## src/rtl/conv1d_pe_if.sv

```systemverilog
// rtl/conv1d_pe_if.sv - handshake bundle for the conv1d_pe write channels and psum stream
//
// Purpose: groups the filter write channel, the ifmap write channel and the
// psum result stream of conv1d_pe into one interface.
//
// Signals:
//   filt_valid/filt_ready/filt_addr/filt_data     filter memory write channel
//   ifmap_valid/ifmap_ready/ifmap_addr/ifmap_data ifmap memory write channel
//   psum_valid/psum_ready/psum_data/psum_idx      result stream, one per window
//
// Modports:
//   slave  - the processing element (accepts writes, produces psums)
//   master - the environment (issues writes, consumes psums)

interface conv1d_pe_if #(
  parameter int DATA_W   = 4,
  parameter int PSUM_W   = 8,
  parameter int FILT_AW  = 2,
  parameter int IFMAP_AW = 3,
  parameter int IDX_W    = 2
);

  logic                filt_valid;
  logic                filt_ready;
  logic [FILT_AW-1:0]  filt_addr;
  logic [DATA_W-1:0]   filt_data;

  logic                ifmap_valid;
  logic                ifmap_ready;
  logic [IFMAP_AW-1:0] ifmap_addr;
  logic [DATA_W-1:0]   ifmap_data;

  logic                psum_valid;
  logic                psum_ready;
  logic [PSUM_W-1:0]   psum_data;
  logic [IDX_W-1:0]    psum_idx;

  modport slave (
    input  filt_valid, filt_addr, filt_data,
    output filt_ready,
    input  ifmap_valid, ifmap_addr, ifmap_data,
    output ifmap_ready,
    output psum_valid, psum_data, psum_idx,
    input  psum_ready
  );

  modport master (
    output filt_valid, filt_addr, filt_data,
    input  filt_ready,
    output ifmap_valid, ifmap_addr, ifmap_data,
    input  ifmap_ready,
    input  psum_valid, psum_data, psum_idx,
    output psum_ready
  );

endinterface

```

## src/rtl/conv1d_pe.sv

```systemverilog
// rtl/conv1d_pe.sv - 1-D convolution processing element with saturating MAC
//
// Purpose: holds a FILT_LEN-tap filter and an IFMAP_LEN-entry ifmap in local
// registers, and on start computes N_OUT windowed dot products, one tap per
// cycle, emitting each as a psum on a valid/ready stream.
//
// Ports:
//   clk            clock, all state updates on the rising edge
//   rst            synchronous active-high reset (clears memories too)
//   start          run request, only honoured while idle
//   busy           run in progress (MAC / PSIN / EMIT)
//   done           one-cycle pulse at the end of a run
//   bus            conv1d_pe_if.slave: filter/ifmap write channels, psum stream
//   psum_in_valid  upstream psum valid        (PSUM_IN_EN only)
//   psum_in_ready  upstream psum ready        (PSUM_IN_EN only)
//   psum_in_data   upstream psum to accumulate (PSUM_IN_EN only)
//
// Configuration macro: PSUM_IN_EN - when defined, adds the psum_in stream and
// a PSIN state that folds one upstream psum into each window before emitting.

module conv1d_pe #(
  parameter int DATA_W    = 4,
  parameter int IFMAP_LEN = 5,
  parameter int FILT_LEN  = 3,
  parameter int STRIDE    = 1,
  parameter int PSUM_W    = 8
) (
  input  logic              clk,
  input  logic              rst,
  input  logic              start,
  output logic              busy,
  output logic              done,
`ifdef PSUM_IN_EN
  input  logic              psum_in_valid,
  output logic              psum_in_ready,
  input  logic [PSUM_W-1:0] psum_in_data,
`endif
  conv1d_pe_if.slave        bus
);

  localparam int N_OUT    = (IFMAP_LEN - FILT_LEN) / STRIDE + 1;
  localparam int FILT_AW  = (FILT_LEN  > 1) ? $clog2(FILT_LEN)  : 1;
  localparam int IFMAP_AW = (IFMAP_LEN > 1) ? $clog2(IFMAP_LEN) : 1;
  localparam int IDX_W    = (N_OUT     > 1) ? $clog2(N_OUT)     : 1;
  localparam int PROD_W   = 2 * DATA_W;
  // One spare bit above the wider operand so the raw sum never wraps
  // before the saturation compare.
  localparam int SUM_W    = ((PSUM_W > PROD_W) ? PSUM_W : PROD_W) + 1;

  localparam logic [SUM_W-1:0]    PSUM_MAX    = {{(SUM_W-PSUM_W){1'b0}}, {PSUM_W{1'b1}}};
  localparam logic [FILT_AW:0]    FILT_DEPTH  = (FILT_AW+1)'(FILT_LEN);
  localparam logic [IFMAP_AW:0]   IFMAP_DEPTH = (IFMAP_AW+1)'(IFMAP_LEN);
  localparam logic [FILT_AW-1:0]  LAST_TAP    = FILT_AW'(FILT_LEN - 1);
  localparam logic [IDX_W-1:0]    LAST_WIN    = IDX_W'(N_OUT - 1);

  localparam logic [2:0] S_IDLE = 3'd0;
  localparam logic [2:0] S_MAC  = 3'd1;
`ifdef PSUM_IN_EN
  localparam logic [2:0] S_PSIN = 3'd2;
`endif
  localparam logic [2:0] S_EMIT = 3'd3;
  localparam logic [2:0] S_FIN  = 3'd4;

  logic [2:0]          state;
  logic [PSUM_W-1:0]   acc;
  logic [IDX_W-1:0]    win;
  logic [FILT_AW-1:0]  tap;

  logic [DATA_W-1:0]   filt_mem  [FILT_LEN];
  logic [DATA_W-1:0]   ifmap_mem [IFMAP_LEN];

  logic                idle;
  logic                filt_we;
  logic                ifmap_we;
  logic [IFMAP_AW-1:0] tap_addr;
  logic [PROD_W-1:0]   prod;
  logic [PSUM_W-1:0]   mac_sum;

  function automatic logic [PSUM_W-1:0] sat_add(input logic [SUM_W-1:0] a,
                                                input logic [SUM_W-1:0] b);
    logic [SUM_W-1:0] s;
    s = a + b;
    return (s > PSUM_MAX) ? PSUM_MAX[PSUM_W-1:0] : s[PSUM_W-1:0];
  endfunction

  assign idle = (state == S_IDLE);

  // Out-of-range addresses still handshake (ready is 1) but never write.
  assign filt_we  = bus.filt_valid  && idle && ({1'b0, bus.filt_addr}  < FILT_DEPTH);
  assign ifmap_we = bus.ifmap_valid && idle && ({1'b0, bus.ifmap_addr} < IFMAP_DEPTH);

  assign tap_addr = IFMAP_AW'(32'(win) * STRIDE + 32'(tap));
  assign prod     = PROD_W'(filt_mem[tap]) * PROD_W'(ifmap_mem[tap_addr]);
  assign mac_sum  = sat_add(SUM_W'(acc), SUM_W'(prod));

  // Coefficient and ifmap storage; cleared by reset, otherwise kept across runs.
  always_ff @(posedge clk) begin
    if (rst) begin
      for (int k = 0; k < FILT_LEN; k++)  filt_mem[k]  <= '0;
      for (int k = 0; k < IFMAP_LEN; k++) ifmap_mem[k] <= '0;
    end else begin
      if (filt_we)  filt_mem[bus.filt_addr]   <= bus.filt_data;
      if (ifmap_we) ifmap_mem[bus.ifmap_addr] <= bus.ifmap_data;
    end
  end

  // Control FSM. A write and a start in the same idle cycle both land at the
  // same edge, so the first MAC cycle already reads the freshly written value.
  always_ff @(posedge clk) begin
    if (rst) begin
      state <= S_IDLE;
      acc   <= '0;
      win   <= '0;
      tap   <= '0;
    end else begin
      case (state)
        S_IDLE: begin
          if (start) begin
            state <= S_MAC;
            acc   <= '0;
            win   <= '0;
            tap   <= '0;
          end
        end
        S_MAC: begin
          acc <= mac_sum;
          if (tap == LAST_TAP) begin
            tap <= '0;
`ifdef PSUM_IN_EN
            state <= S_PSIN;
`else
            state <= S_EMIT;
`endif
          end else begin
            tap <= tap + 1'b1;
          end
        end
`ifdef PSUM_IN_EN
        S_PSIN: begin
          if (psum_in_valid) begin
            acc   <= sat_add(SUM_W'(acc), SUM_W'(psum_in_data));
            state <= S_EMIT;
          end
        end
`endif
        S_EMIT: begin
          // acc and win are frozen here, which keeps the stream stable while stalled.
          if (bus.psum_ready) begin
            if (win == LAST_WIN) begin
              state <= S_FIN;
            end else begin
              win   <= win + 1'b1;
              tap   <= '0;
              acc   <= '0;
              state <= S_MAC;
            end
          end
        end
        S_FIN: begin
          state <= S_IDLE;
        end
        default: begin
          state <= S_IDLE;
        end
      endcase
    end
  end

  assign bus.filt_ready  = idle;
  assign bus.ifmap_ready = idle;

  assign bus.psum_valid  = (state == S_EMIT);
  assign bus.psum_data   = (state == S_EMIT) ? acc : '0;
  assign bus.psum_idx    = (state == S_EMIT) ? win : '0;

  assign done = (state == S_FIN);
`ifdef PSUM_IN_EN
  assign psum_in_ready = (state == S_PSIN);
  assign busy = (state == S_MAC) || (state == S_PSIN) || (state == S_EMIT);
`else
  assign busy = (state == S_MAC) || (state == S_EMIT);
`endif

endmodule

```

## src/flat_wrapper.sv

```systemverilog
// flat-port wrapper written by rule: the top's interface ports become plain ports
module conv1d_pe_flat 
#(
  parameter int DATA_W    = 4,
  parameter int IFMAP_LEN = 5,
  parameter int FILT_LEN  = 3,
  parameter int STRIDE    = 1,
  parameter int PSUM_W    = 8
)
  (clk, rst, start, busy, done, bus_filt_valid, bus_filt_addr, bus_filt_data, bus_filt_ready, bus_ifmap_valid, bus_ifmap_addr, bus_ifmap_data, bus_ifmap_ready, bus_psum_valid, bus_psum_data, bus_psum_idx, bus_psum_ready);
  conv1d_pe_if #(.DATA_W(DATA_W), .PSUM_W(PSUM_W), .FILT_AW((2)), .IFMAP_AW((3)), .IDX_W((2))) bus_i ();
  input  logic clk;
  input  logic rst;
  input  logic start;
  output logic busy;
  output logic done;
  input wire logic [$bits(bus_i.filt_valid)-1:0] bus_filt_valid;
  input wire logic [$bits(bus_i.filt_addr)-1:0] bus_filt_addr;
  input wire logic [$bits(bus_i.filt_data)-1:0] bus_filt_data;
  output wire logic [$bits(bus_i.filt_ready)-1:0] bus_filt_ready;
  input wire logic [$bits(bus_i.ifmap_valid)-1:0] bus_ifmap_valid;
  input wire logic [$bits(bus_i.ifmap_addr)-1:0] bus_ifmap_addr;
  input wire logic [$bits(bus_i.ifmap_data)-1:0] bus_ifmap_data;
  output wire logic [$bits(bus_i.ifmap_ready)-1:0] bus_ifmap_ready;
  output wire logic [$bits(bus_i.psum_valid)-1:0] bus_psum_valid;
  output wire logic [$bits(bus_i.psum_data)-1:0] bus_psum_data;
  output wire logic [$bits(bus_i.psum_idx)-1:0] bus_psum_idx;
  input wire logic [$bits(bus_i.psum_ready)-1:0] bus_psum_ready;
  assign bus_i.filt_valid = bus_filt_valid;
  assign bus_i.filt_addr = bus_filt_addr;
  assign bus_i.filt_data = bus_filt_data;
  assign bus_filt_ready = bus_i.filt_ready;
  assign bus_i.ifmap_valid = bus_ifmap_valid;
  assign bus_i.ifmap_addr = bus_ifmap_addr;
  assign bus_i.ifmap_data = bus_ifmap_data;
  assign bus_ifmap_ready = bus_i.ifmap_ready;
  assign bus_psum_valid = bus_i.psum_valid;
  assign bus_psum_data = bus_i.psum_data;
  assign bus_psum_idx = bus_i.psum_idx;
  assign bus_i.psum_ready = bus_psum_ready;
  conv1d_pe #(.DATA_W(DATA_W), .IFMAP_LEN(IFMAP_LEN), .FILT_LEN(FILT_LEN), .STRIDE(STRIDE), .PSUM_W(PSUM_W)) u_core (.clk(clk), .rst(rst), .start(start), .busy(busy), .done(done), .bus(bus_i));
endmodule
```

## config.mk

```make
export PLATFORM = sky130hd
export DESIGN_NAME = conv1d_pe_flat
export DESIGN_NICKNAME = d
export VERILOG_FILES = /design/src/rtl/conv1d_pe_if.sv /design/src/rtl/conv1d_pe.sv /design/src/flat_wrapper.sv
export SDC_FILE = /design/constraint.sdc
export NUM_CORES = 1
export LEC_CHECK = 0
export BUFFER_PORTS_ARGS = -buffer_cell sky130_fd_sc_hd__buf_2
export CAP_MARGIN = 20
export CORE_ASPECT_RATIO = 2
export CORE_MARGIN = 4
export CORE_UTILIZATION = 54
export DETAILED_ROUTE_END_ITERATION = 10
export PLACE_DENSITY = 0.76
export REMOVE_ABC_BUFFERS = 1
export SETUP_SLACK_MARGIN = 0.02
export SLEW_MARGIN = 20
export SYNTH_ARGS = -nofsm -noshare
export SYNTH_HDL_FRONTEND = slang
export SYNTH_SLANG_ARGS = --single-unit
```

## constraint.sdc

```tcl
create_clock -name clk -period 4.55 [get_ports clk]
set_clock_uncertainty 0.05 [all_clocks]
set_input_delay 0.2275 -clock clk [delete_from_list [all_inputs] [get_ports clk]]
set_output_delay 0.2275 -clock clk [all_outputs]
set_load 0.01 [all_outputs]
```

==> flow_metrics.py <==
metrics = {
    "layout": {
        "area_growth_pct": 26.9,
        "post_route_cells_drive_above_1_share_pct": 29.9,
        "antenna_cells": 0,
        "fin_nets": 442,
    },
    "setup_path": {
        "cp_data_arrival_time_ps": 4930,
        "crit_path_frequent_cell": "fa_1",
        "critical-path-max-stage-delay_ps": 550,
        "crit_start": "u_core.tap[0]$_SDFFE_PP0P_",
        "cp_cell_sequence": "ha_4 > inv_2 > fa_1 > buf_12 > mux4_2 > mux2i_2 > nand2b_4 > fa_1 > fa_2 > fa_1 > inv_2 > ha_4 > buf_6 > nor2b_4 > o31a_1 > buf_6 > a211oi_4 > a21oi_2 > a21oi_1",
        "crit_type": "register to register",
        "worstSetupStartpointType": "register",
        "crit_family": "adder cells",
        "critPathCapture": "u_core.acc[5]$_SDFFE_PP0P_",
        "reg2reg_to": "u_core.acc[5]$_SDFFE_PP0P_",
        "worst_r2r_path_depth": 19,
        "critical_path.reg2reg.startpoint": "u_core.tap[0]$_SDFFE_PP0P_",
        "rrSetupSlack_ps": -180,
        "timing.critical_path.required_ps": 4750,
        "top_fanout_value_on_the_critical_path": 8,
        "timing.critical_path.depth": 19,
        "cp_num_buf_inv": 5,
        "critPathSlowestCell": "fa_2",
        "worst_setup_path_end_kind": "register",
    },
    "synth": {
        "post_synth.cell_area_avg_sq_um": 11.5,
        "number_of_distinct_library_cells_after_synthesis": 45,
        "asyncSetResetFlopFracSynth_pct": 0,
        "post_synth_main_area_contributors": "edfxtp_1, dfxtp_1, mux4_2, ha_1, fa_1",
        "ys.warnings.count": 0,
        "post_synth_inst_count": 323,
        "synthMostInstantiatedCell": "edfxtp_1",
        "synth_seq_cells": 65,
        "synth-main-ff-cell": "edfxtp_1",
        "yosysTopAreaCell": "edfxtp_1",
        "synth-seq-area-share_pct": 47.9,
        "synth_top_area_share_pct": 38.7,
        "number_of_enable_type_register_cells_in_the_synthesized_netlist": 48,
        "synthTopCellsByCount": "edfxtp_1, inv_1, a21oi_1, ha_1",
        "synth.cell_area_sq_um": 3720,
    },
    "sta": {
        "timing_max_transition_violations_final": 0,
        "worst_slack_ps": -180,
        "finalCritPeriodShare_pct": 104,
        "grt_setup_unrepaired": "true",
        "setup-violations-final": 8,
        "totalNegativeSetupSlack_ps": -1170,
        "worst_slew_margin_rel_pct": 45.9,
        "layout_min_cycle_time_ps": 4730,
        "worst_pin_slew_ps": 809,
        "maxClockFrequency_mhz": 211,
        "finalHoldViolCount": 0,
    },
    "status": {
        "outcome": "finished, violations left",
        "violations": "negative setup slack",
    },
    "clock_tree": {
        "tritoncts.num_buffers": 9,
        "cts.sinks": 65,
        "ctsRootBufferMaster": "clkbuf_16",
        "ctsHoldBuffers": 0,
        "h-tree-depth": 3,
        "clock_latency_ps": 330,
        "clk_pin_slew_ps": 50,
        "clock_tree.buffer_depth": 2,
        "tritoncts": "built",
    },
    "placement": {
        "dp.final_hpwl_um": 5990,
        "place.gp.congestion": 0.844,
        "placement.io_buffers": 33,
    },
    "floorplan": {
        "floorplan.io_pins": 34,
        "fp-row-count": 42,
        "die_area_sq_um": 8360,
        "core_area_sq_um": 6670,
        "floorplan_die_height_um": 125,
        "die_x_um": 66.7,
        "initial_utilization_pct": 55.8,
    },
    "detailed_routing": {
        "route.final.wire_length_um": 8130,
        "via_count": 2708,
        "top_layer_used": "met4",
        "total_routed_wire_length_on_the_met1_layer_um": 2570,
        "detailedRoute.firstPassIterationCount": 5,
        "met2RoutedLength_um": 4810,
        "route.detailed.vias_per_inst": 5.57,
        "initialDrtViolationCount": 150,
        "avgRoutedWirePerCell_um": 16.7,
        "antenna_left": 0,
        "routed-wl-met3_um": 360,
        "drt_drc_violations_left": 0,
    },
    "global_routing": {
        "gr_usage_total_pct": 22.0,
        "gr-total-overflow": 0,
        "initial_antenna_violation_count": 0,
        "first_global_vias": 2872,
        "grt_max_degree": 30,
        "grt_pass1_wl_um": 13400,
    },
    "hold_path": {
        "hp-class": "primary input to register",
    },
    "flow_run": {
        "max-cap-violations": 0,
    },
    "power": {
        "max-vdd-ir-drop_v": 0.000343,
        "leakagePower_nw": 1.99,
        "report.power.total_mw": 1.76,
        "power.density_cell_area_nw_per_um2": 373,
    },
}
## state kept, by name, indices dropped and copies added (netlist names), named ones only
name,count
u_core.state,3
u_core.win,2
u_core.acc,8
u_core.tap,2
u_core.ifmap_mem,32
u_core.filt_mem,16
## metal layers
layer  up-vias  global-route usage [%]
met5         -                       0
met4         0                    13.3
met3        30                    5.83
met2        87                    40.3
met1      1289                    20.3
li1       1302                       -
## area by class of cell
cell class / count / area (sq um)
Clock buffer: 9 / 225
Clock inverter: 6 / 108
Fill cell: 484 / 1950
Inverter: 34 / 128
Multi-Input combinational cell: 226 / 1980
Sequential cell: 65 / 1780
Tap cell: 88 / 110
Timing Repair Buffer: 58 / 385
## worst min-delay path by stage
stage | endpoint | cells past startpoint | slack [ps] | startpoint
finish | u_core.filt_mem[3][0]$_DFFE_PP_ | 1 | 50 | bus_filt_data[0]
detailed placement | u_core.filt_mem[3][0]$_DFFE_PP_ | 1 | 390 | bus_filt_data[0]
CTS | u_core.filt_mem[3][0]$_DFFE_PP_ | 1 | 50 | bus_filt_data[0]
floorplan | u_core.acc[4]$_SDFFE_PP0P_ | 1 | 250 | rst
global placement | u_core.filt_mem[3][0]$_DFFE_PP_ | 1 | 390 | bus_filt_data[0]
global route | u_core.filt_mem[3][2]$_DFFE_PP_ | 1 | 70 | bus_filt_data[2]
## cells by family after synthesis
logic type | after synthesis | share of synthesized area, %
muxes | 16 | 8.34
adders and majority gates | 29 | 11.8
and+or+nand+nor | 113 | 17.7
other | 1 | 0.101
buffers and inverters | 47 | 5.08
AOI/OAI and AO/OA | 51 | 8.88
xor gates and xnor gates | 1 | 0.235
DFF | 65 | 47.9
## worst reg2reg max path: stages, from the launching register on
cell	delay, ps
dfxtp_2	350
ha_4	130
inv_2	30
fa_1	530
buf_12	140
mux4_2	320
mux2i_2	190
nand2b_4	160
fa_1	430
fa_2	550
fa_1	420
inv_2	80
ha_4	200
buf_6	110
nor2b_4	120
o31a_1	280
buf_6	140
a211oi_4	210
a21oi_2	50
a21oi_1	170
## through the flow
step	instances	hold WS, ps	area, sq um	setup slack (ps)	util [%]
floorplan	325	247	3720	-304	-
global placement	466	390	4170	-233	62.4
detailed placement	466	395	4170	-459	62.4
CTS	485	49.8	4630	-312	69.3
global route	486	67.6	4720	-335	70.7
finish	486	53.8	4720	-180	70.7
## cells in the final DEF, fill, tap and decap left out, types with 4 or more instances in the layout
cell type,count
inv_1,31
a211oi_1,5
nor3_1,8
and3_1,14
dfxtp_1,15
buf_4,21
or2_2,4
clkbuf_16,9
mux4_2,12
fa_1,9
buf_2,33
nor4_1,5
nand2_1,8
nor2_1,16
ha_1,15
conb_1,16
a21oi_1,18
and2_1,17
o21bai_1,4
nor2b_1,12
edfxtp_1,48
## repair_timing
item / in CTS / in global routing
gates resized for setup: 25 / 14
setup endpoints to repair: 8 / 8
pin swaps: 19 / 14
buffers inserted: 7 / 1
## power by group
| part | switching (mW) | internal (mW) |
|---|---|---|
| registers | 0.0182 | 0.671 |
| clock network | 0.242 | 0.529 |
| logic | 0.156 | 0.146 |
Power figures use the tool's default switching activity.
